===== config.mk =====
export PLATFORM = sky130hd
export DESIGN_NAME = remote_cmd_tx
export DESIGN_NICKNAME = d
export VERILOG_FILES = /design/src/rtl/remote_cmd_pkg.sv /design/src/rtl/remote_cmd_tx_uart.sv /design/src/rtl/remote_cmd_tx.sv
export SDC_FILE = /design/constraint.sdc
export NUM_CORES = 1
export LEC_CHECK = 0
export CAP_MARGIN = 10
export CORE_ASPECT_RATIO = 0.75
export CORE_MARGIN = 1.5
export CORE_UTILIZATION = 35
export DETAILED_ROUTE_END_ITERATION = 7
export HOLD_SLACK_MARGIN = 0.15
export SLEW_MARGIN = 20
export SYNTH_ARGS = -nofsm -noshare
export SYNTH_HDL_FRONTEND = slang
export SYNTH_SLANG_ARGS = --single-unit

===== constraint.sdc =====
create_clock -name clk -period 2.1 [get_ports clk]
set_input_delay 0.63 -clock clk [delete_from_list [all_inputs] [get_ports clk]]
set_output_delay 0.63 -clock clk [all_outputs]
set_load 0.005 [all_outputs]

===== src/rtl/remote_cmd_pkg.sv =====
// Shared types and defaults for the two-byte command link initiator.
package remote_cmd_pkg;

  typedef enum logic [2:0] {
    IDLE,
    SEND_HI,
    WAIT_HI,
    WAIT_LO,
    WAIT_RESP
  } rc_state_t;

  localparam int RESP_TIMEOUT_DEF = 1_000_000;
  localparam int BAUD_DIV_DEF     = 2604;

endpackage


===== src/rtl/remote_cmd_tx_uart.sv =====
// 8N1 UART transceiver: one frame out on trmt, frames in flagged by rx_rdy.
module remote_cmd_tx_uart #(
  parameter int BAUD_DIV = 2604
) (
  input  logic       clk,
  input  logic       rst_n,
  input  logic       RX,
  output logic       TX,
  output logic       rx_rdy,
  input  logic       clr_rx_rdy,
  output logic [7:0] rx_data,
  input  logic       trmt,
  input  logic [7:0] tx_data,
  output logic       tx_done
);

  localparam int BW = $clog2(BAUD_DIV);
  localparam logic [BW-1:0] BAUD_LAST = BW'(BAUD_DIV - 1);
  localparam logic [BW-1:0] BAUD_HALF = BW'(BAUD_DIV / 2);

  generate
    if (BAUD_DIV < 2) begin : g_bad_baud
      $error("BAUD_DIV must be at least 2");
    end
  endgenerate

  logic [9:0]    tx_shift_reg;
  logic [3:0]    tx_bits_reg;
  logic [BW-1:0] tx_baud_reg;
  logic          tx_busy_reg;
  logic          tx_done_reg;

  always_ff @(posedge clk or negedge rst_n) begin
    if (!rst_n) begin
      tx_shift_reg <= '1;
      tx_bits_reg  <= '0;
      tx_baud_reg  <= '0;
      tx_busy_reg  <= 1'b0;
      tx_done_reg  <= 1'b0;
    end else if (trmt) begin
      tx_shift_reg <= {1'b1, tx_data, 1'b0};
      tx_bits_reg  <= '0;
      tx_baud_reg  <= '0;
      tx_busy_reg  <= 1'b1;
      tx_done_reg  <= 1'b0;
    end else if (tx_busy_reg) begin
      if (tx_baud_reg == BAUD_LAST) begin
        tx_baud_reg  <= '0;
        tx_shift_reg <= {1'b1, tx_shift_reg[9:1]};
        tx_bits_reg  <= tx_bits_reg + 4'd1;
        // tx_done rises at the end of the stop bit and stays until the next trmt
        if (tx_bits_reg == 4'd9) begin
          tx_busy_reg <= 1'b0;
          tx_done_reg <= 1'b1;
        end
      end else begin
        tx_baud_reg <= tx_baud_reg + BW'(1);
      end
    end
  end

  assign TX      = tx_shift_reg[0];
  assign tx_done = tx_done_reg;

  logic [1:0]    rx_sync_reg;
  logic          rx_line;
  logic          rx_busy_reg;
  logic [BW-1:0] rx_baud_reg;
  logic [3:0]    rx_bits_reg;
  logic [7:0]    rx_shift_reg;
  logic          rx_rdy_reg;

  assign rx_line = rx_sync_reg[1];

  always_ff @(posedge clk or negedge rst_n) begin
    if (!rst_n) begin
      rx_sync_reg  <= 2'b11;
      rx_busy_reg  <= 1'b0;
      rx_baud_reg  <= '0;
      rx_bits_reg  <= '0;
      rx_shift_reg <= '0;
      rx_rdy_reg   <= 1'b0;
    end else begin
      rx_sync_reg <= {rx_sync_reg[0], RX};
      if (clr_rx_rdy) begin
        rx_rdy_reg <= 1'b0;
      end
      if (!rx_busy_reg) begin
        // Start half a bit in so every later sample lands mid-bit
        if (!rx_line) begin
          rx_busy_reg <= 1'b1;
          rx_baud_reg <= BAUD_HALF;
          rx_bits_reg <= '0;
        end
      end else if (rx_baud_reg == BAUD_LAST) begin
        rx_baud_reg <= '0;
        rx_bits_reg <= rx_bits_reg + 4'd1;
        if (rx_bits_reg == 4'd0) begin
          if (rx_line) begin
            rx_busy_reg <= 1'b0;
          end
        end else if (rx_bits_reg == 4'd9) begin
          rx_busy_reg <= 1'b0;
          if (rx_line) begin
            rx_rdy_reg <= 1'b1;
          end
        end else begin
          rx_shift_reg <= {rx_line, rx_shift_reg[7:1]};
        end
      end else begin
        rx_baud_reg <= rx_baud_reg + BW'(1);
      end
    end
  end

  assign rx_rdy  = rx_rdy_reg;
  assign rx_data = rx_shift_reg;

endmodule


===== src/rtl/remote_cmd_tx.sv =====
// Command link initiator: sends a 16-bit command as two UART bytes (high first)
// and waits, with a watchdog, for a one-byte response.
module remote_cmd_tx
  import remote_cmd_pkg::*;
#(
  parameter int RESP_TIMEOUT = RESP_TIMEOUT_DEF,
  parameter int BAUD_DIV     = BAUD_DIV_DEF
) (
  input  logic        clk,
  input  logic        rst_n,
  input  logic        snd_cmd,
  input  logic [15:0] cmd,
  input  logic        clr_resp_rdy,
  input  logic        RX,
  output logic        TX,
  output logic        busy,
  output logic        cmd_snt,
  output logic [7:0]  resp,
  output logic        resp_rdy,
  output logic        timeout
);

  localparam int TW = $clog2(RESP_TIMEOUT);
  localparam logic [TW-1:0] TIMER_LAST = TW'(RESP_TIMEOUT - 1);

  generate
    if (RESP_TIMEOUT < 2) begin : g_bad_timeout
      $error("RESP_TIMEOUT must be at least 2");
    end
  endgenerate

  rc_state_t     state_reg, state_next;
  logic [15:0]   cmd_hold_reg, cmd_hold_next;
  logic [TW-1:0] timer_reg, timer_next;
  logic          cmd_snt_reg, cmd_snt_next;
  logic [7:0]    resp_reg, resp_next;
  logic          resp_rdy_reg, resp_rdy_next;
  logic          timeout_reg, timeout_next;
  logic          tx_done_q_reg;

  logic       trmt;
  logic       use_lo;
  logic [7:0] tx_data;
  logic       tx_done;
  logic       tx_done_rise;
  logic       rx_rdy;
  logic       clr_rx_rdy;
  logic [7:0] rx_data;

  remote_cmd_tx_uart #(
    .BAUD_DIV(BAUD_DIV)
  ) iUART (
    .clk       (clk),
    .rst_n     (rst_n),
    .RX        (RX),
    .TX        (TX),
    .rx_rdy    (rx_rdy),
    .clr_rx_rdy(clr_rx_rdy),
    .rx_data   (rx_data),
    .trmt      (trmt),
    .tx_data   (tx_data),
    .tx_done   (tx_done)
  );

  assign tx_done_rise = tx_done & ~tx_done_q_reg;
  assign tx_data      = use_lo ? cmd_hold_reg[7:0] : cmd_hold_reg[15:8];
  assign busy         = (state_reg != IDLE);

  always_comb begin
    state_next    = state_reg;
    cmd_hold_next = cmd_hold_reg;
    timer_next    = timer_reg;
    cmd_snt_next  = cmd_snt_reg;
    resp_next     = resp_reg;
    resp_rdy_next = resp_rdy_reg & ~clr_resp_rdy;
    timeout_next  = timeout_reg;
    trmt          = 1'b0;
    use_lo        = 1'b1;
    // Every received byte is consumed; only WAIT_RESP keeps it
    clr_rx_rdy    = rx_rdy;
    case (state_reg)
      IDLE: begin
        if (snd_cmd) begin
          cmd_hold_next = cmd;
          cmd_snt_next  = 1'b0;
          timeout_next  = 1'b0;
          resp_rdy_next = 1'b0;
          state_next    = SEND_HI;
        end
      end
      SEND_HI: begin
        trmt       = 1'b1;
        use_lo     = 1'b0;
        state_next = WAIT_HI;
      end
      WAIT_HI: begin
        // High byte stays on tx_data until the low byte's trmt cycle
        if (tx_done_rise) begin
          trmt       = 1'b1;
          state_next = WAIT_LO;
        end else begin
          use_lo = 1'b0;
        end
      end
      WAIT_LO: begin
        if (tx_done_rise) begin
          cmd_snt_next = 1'b1;
          timer_next   = '0;
          state_next   = WAIT_RESP;
        end
      end
      WAIT_RESP: begin
        if (rx_rdy) begin
          resp_next     = rx_data;
          resp_rdy_next = 1'b1;
          state_next    = IDLE;
        end else if (timer_reg == TIMER_LAST) begin
          timeout_next = 1'b1;
          state_next   = IDLE;
        end else begin
          timer_next = timer_reg + TW'(1);
        end
      end
      default: state_next = IDLE;
    endcase
  end

  always_ff @(posedge clk or negedge rst_n) begin
    if (!rst_n) begin
      state_reg     <= IDLE;
      cmd_hold_reg  <= '0;
      timer_reg     <= '0;
      cmd_snt_reg   <= 1'b0;
      resp_reg      <= 8'h00;
      resp_rdy_reg  <= 1'b0;
      timeout_reg   <= 1'b0;
      tx_done_q_reg <= 1'b0;
    end else begin
      state_reg     <= state_next;
      cmd_hold_reg  <= cmd_hold_next;
      timer_reg     <= timer_next;
      cmd_snt_reg   <= cmd_snt_next;
      resp_reg      <= resp_next;
      resp_rdy_reg  <= resp_rdy_next;
      timeout_reg   <= timeout_next;
      tx_done_q_reg <= tx_done;
    end
  end

  assign cmd_snt  = cmd_snt_reg;
  assign resp     = resp_reg;
  assign resp_rdy = resp_rdy_reg;
  assign timeout  = timeout_reg;

endmodule


* Yosys cells after proc, flatten, opt, wreduce, memory -nomap -nowiden
Cells that the tools add are included.
Cells by class: add/subtract/negate cells 5, multiplexer cells 56, bitwise gates (word level) 6, equality and inequality tests 18, reductions and logical operators 19
Operator list (count):
- $mux 12 | 6
- $mux 20 | 3
- $pmux 20 s2 | 1
- $mux 10 | 3
- $mux 1 | 25
- $add 12x1->12 const B | 2
- $eq 12x12->1 const B | 2
- $mux 4 | 6
- $add 20x1->20 const B | 1
- $eq 20x20->1 const B | 1
- $ne 2x2->1 const B | 8
- $reduce_and 4->1 | 4
- $mux 3 | 5
- $pmux 3 s5 | 1
- $reduce_bool 2->1 | 6
- $pmux 1 s2 | 5
- $add 4x1->4 const B | 2
- $eq 4x4->1 const B | 2
- $mux 8 | 1
- $reduce_and 2->1 | 4
- $eq 3x2->1 const B | 2
- $reduce_and 3->1 | 2
- $logic_not 4->1 | 1
- $not 1->1 | 4
- other kinds (6) | 7
Word-level totals: register bits after elaboration 107, logic and storage cells 123, output and inout bits 13, input port bits 21

* Logic depth before layout (Yosys ltp)
depth in word-level cells 6, mapped depth 8, depth with buffers taken out 6

* Cells and area by module
From an unflattened synthesis, not the netlist that was laid out.
Second synthesis, totals: cells, all modules 520, area total of the unflattened synthesis 5377.7 µm²
By module, submodules not included:
- remote_cmd_tx_uart | cells each 282, instances 1, area each 2876.5 µm², seq. area each 1390.1 µm²
- remote_cmd_tx | cells each 238, instances 1, area each 2501.1 µm², seq. area each 1276.2 µm²

* Worst setup path after synthesis
No wires, ideal clock.
path type register to register, from reg timer_reg[0], to reg timer_reg[4], cell stages (with the launch flop) 8, path buffers 1, slack 0.119 ns, required time 1.990 ns, clock period less this slack 1.981 ns, arrival time 1.871 ns, setup time 0.110 ns, cells stage by stage dfrtp_1 -> ha_1 -> nand3_2 -> or4_4 -> a211oi_2 -> buf_4 -> o21ai_0 -> o41ai_1
On the way: word-level cells in the longest chain between the ends 4, elaborated cells between the ends (all ways) 7, those cells by class 1 x add/sub; 2 x eq/ne; 3 x mux; 1 x reduce/logical
Ends and longest elaborated chain:
- from (decl) | RTL line remote_cmd_tx.sv:34 | logic [TW-1:0] timer_reg, timer_next;
- from (signal assigned) | RTL line remote_cmd_tx.sv:141 | timer_reg <= timer_next;
- $add 20x1->20 | RTL line remote_cmd_tx.sv:121 | timer_next = timer_reg + TW'(1);
- $mux 20 | RTL line remote_cmd_tx.sv:117 | end else if (timer_reg == TIMER_LAST) begin
- $mux 20 | RTL line remote_cmd_tx.sv:113 | if (rx_rdy) begin
- $pmux 20 s2 | RTL line remote_cmd_tx.sv:81 | case (state_reg)
Parallel ways exist; a longest one is shown, timed or not. The select of a mux whose other input is x is not followed. A chain may end at the register's enable or synchronous reset.

* Final worst setup path
from reg timer_reg[7], to reg timer_reg[5]
On the way: word-level cells in the longest chain between the ends 3
Ends and longest elaborated chain (RTL line):
- $eq 20x20->1 | remote_cmd_tx.sv:117
- $ne 2x2->1 (no source line)
- $reduce_and 4->1 (no source line)
Every way passes these cells.

==> results.sh <==
export IMPL_grt_pass1_vias=4120
export IMPL_num_vias=4092
export IMPL_stdcell_count=777
export IMPL_seq_area_frac_synth_pct=51.34
export IMPL_die_area_um2=15590
export IMPL_crit_path_start_kind="register"
export IMPL_p_leak_nw=2.759
export IMPL_post_route_util_pct=44.07
export IMPL_syn_num_nets=536
export IMPL_p_int_mw=2.935
export IMPL_clockBufferDepth=2
export IMPL_synthArstFlopShare_pct=100.0
export IMPL_grt_util_met3_pct=3.986
export IMPL_use_met2_pct=25.62
export IMPL_synth_cell_types=66
export IMPL_syn_area_um2=5194
export IMPL_first_iter_violations=268
export IMPL_switching_share_pct=23.72
export IMPL_final_hold_viol_count=0
export IMPL_fin_ws_ps=93.52
export IMPL_drc=0
export IMPL_cts_hold_buf=0
export IMPL_power_clock_fraction_pct=44.4
export IMPL_cts_buffers=9
export IMPL_place_ws_ps=40.50
export IMPL_powerDensity_nw_per_um2=602.0
export IMPL_placed_cells=755
export IMPL_drive_gt1_share_pct=22.36
export IMPL_use_met1_pct=23.38
export IMPL_antenna_found_initial=0
export IMPL_multi_input_area_um2=2396
export IMPL_cts_tree="built"
export IMPL_numPortBuffers=33
export IMPL_via_per_inst=5.266
export IMPL_p_switching_mw=0.9125
export IMPL_wl_per_cell_um=15.29
export IMPL_cp_end_kind="register"
export IMPL_synth_seq_cells=106
export IMPL_power_frac_seq_pct=53.2
export IMPL_setup_violations=0
export IMPL_drv_slew=0
export IMPL_finalWirelength_um=11880
export IMPL_fill_cells=1388
export IMPL_ant_nets=0
export IMPL_status="finished, final reports clean"
export IMPL_grt_total_usage_pct=16.85
export IMPL_rows=38
export IMPL_critPathRequiredTime_ps=2370
export IMPL_synth_top_area_share_pct=45.77
export IMPL_grt_pass1_wl_um=20470
export IMPL_maxSlewHeadroom_pct=63.32
export IMPL_hold_path_class="input port to async pin"
export IMPL_period_needed_ps=2006
export IMPL_layout_common_cells="dfrtp_1 (93), o21ai_0 (47), nand2_1 (44)"
export IMPL_grt_overflow=0
export IMPL_grt_max_degree=35
export IMPL_synth_avg_cell_area_um2=10.24
export IMPL_max_cap_violations=0
export IMPL_drt_first_pass_iters=6
export IMPL_worstSetupPathType="register to register"
export IMPL_largest_reg_flops=20
export IMPL_power_share_combinational_pct=2.4
export IMPL_fin_worst_skew_ps=9.574
export IMPL_root_buffer="clkbuf_16"
export IMPL_grt_busiest_layer="met2"
export IMPL_worst_pin_slew_ps=546.1
export IMPL_arrival_ps=2280
export IMPL_setup_tns_ps=0
export IMPL_vdd_ir_drop_max_mv=0.4145
export IMPL_final_common_cell="dfrtp_1"
export IMPL_io_pins=34
export IMPL_num_antenna_cells=0
export IMPL_die_y_um=108.5
export IMPL_hpwl_um=8473
export IMPL_yosys_area_top_type="dfrtp_1"
export IMPL_synth_cells=507
export IMPL_fmax_mhz=498.4
export IMPL_synthTopCellsByArea="dfrtp_1 (46%), mux2_2 (6.9%), dfstp_2 (5.6%)"
export IMPL_die_w_um=143.7
export IMPL_clock_sinks=106
export IMPL_timing_hold_ws_ps=193.9
export IMPL_coreArea_um2=14500
export IMPL_min_period_over_period_pct=95.55
export IMPL_path_clk_slew_ps=80
export IMPL_clkLatencyLatePin_ps=360
export IMPL_regArea_um2=2669
export IMPL_synth_edff_count=0
export IMPL_h_tree_depth=3
export IMPL_initial_core_util_pct=35.82
export IMPL_cp_max_fo=6
export IMPL_gp_congestion=0.8634
export IMPL_yosysWarnings=0
export IMPL_area_delta_synth_final_pct=23.05
export IMPL_synthFlopType="dfrtp_1"
export IMPL_nets=601
critical path: stages, from the launching register on:
cell	delay, ps
dfrtp_1	430
nand3b_1	180
or4_4	590
a211oi_4	340
buf_4	200
o21ai_0	100
o21ai_0	80
cell type report:
class / instances / share of cell area, %
repair buffers: 77 / 11.04
multi-input cells: 362 / 37.49
clock inverters: 7 / 1.331
well taps: 200 / 3.915
inverters: 16 / 0.9397
clock buffers: 9 / 3.524
flip-flops and latches: 106 / 41.76
layer usage:
layer  part of all wire, %  vias to the layer above
met1                    48                     2022
met4                   1.9                        0
li1                      -                     1965
met2                    46                       87
met3                   4.0                       18
met5                     0                        -
final timing paths:
path | from | end | slack [ps] | depth (start not counted)
worst max-delay path | timer_reg[7] | timer_reg[5] | 90 | 6
min in group clk | iUART.rx_sync_reg[0] | iUART.rx_sync_reg[1] | 360 | 0
worst min-delay path | rst_n | iUART.rx_baud_reg[0] | 190 | 1
max in group asynchronous | rst_n | timer_reg[9] | 1280 | 2
worst max register to register | timer_reg[7] | timer_reg[5] | 90 | 6
worst min register to register | iUART.rx_sync_reg[0] | iUART.rx_sync_reg[1] | 360 | 0
repair_timing:
item,4_1_cts,5_1_grt
resized for setup,5,12
endpoints found under the setup margin,2,36
hold endpoints to repair,0,0
pin swaps,0,3
buffers inserted,4,1
gates cloned,0,1
power by group through the flow:
stage | Sequential [mW] | Clock (mW) | Combinational (mW)
after global routing | 2.05 | 1.86 | 0.104
after CTS | 2.05 | 1.77 | 0.0965
final | 2.05 | 1.71 | 0.0916
after global placement | 2.09 | 0 | 0.0941
after floorplan | 2.08 | 0 | 0.00427
after detailed placement | 2.09 | 0 | 0.0960
stage by stage:
| stage | instance area, um^2 | power, mW |
|---|---|---|
| after floorplan | 5194 | 2.089 |
| after global placement | 5977 | 2.181 |
| after detailed placement | 5977 | 2.183 |
| after CTS | 6322 | 3.910 |
| after global routing | 6391 | 4.007 |
| final | 6391 | 3.848 |
synthesized netlist by cell type (10+ instances only):
master    number
clkbuf_1      11
nand2_1       44
o21ai_0       47
a21oi_1       23
nand4_1       11
nand3_1       20
nor2_1        40
inv_1         15
o22ai_1       10
dfrtp_1       95
dfstp_2       11
mux2_2        32
logic make-up (layout without fill, tap and decap cells):
logic type      Yosys count  count (layout)  synth area share, %
simple gates            178             178                18.55
compound gates          133             133                15.95
flops                   106             106                51.34
buf+inv                  39             109                3.421
mux                      33              33                7.131
xor+xnor                 10              10                1.686
fa+ha+maj                 8               8                1.927
(Power assumes the default switching activity.)
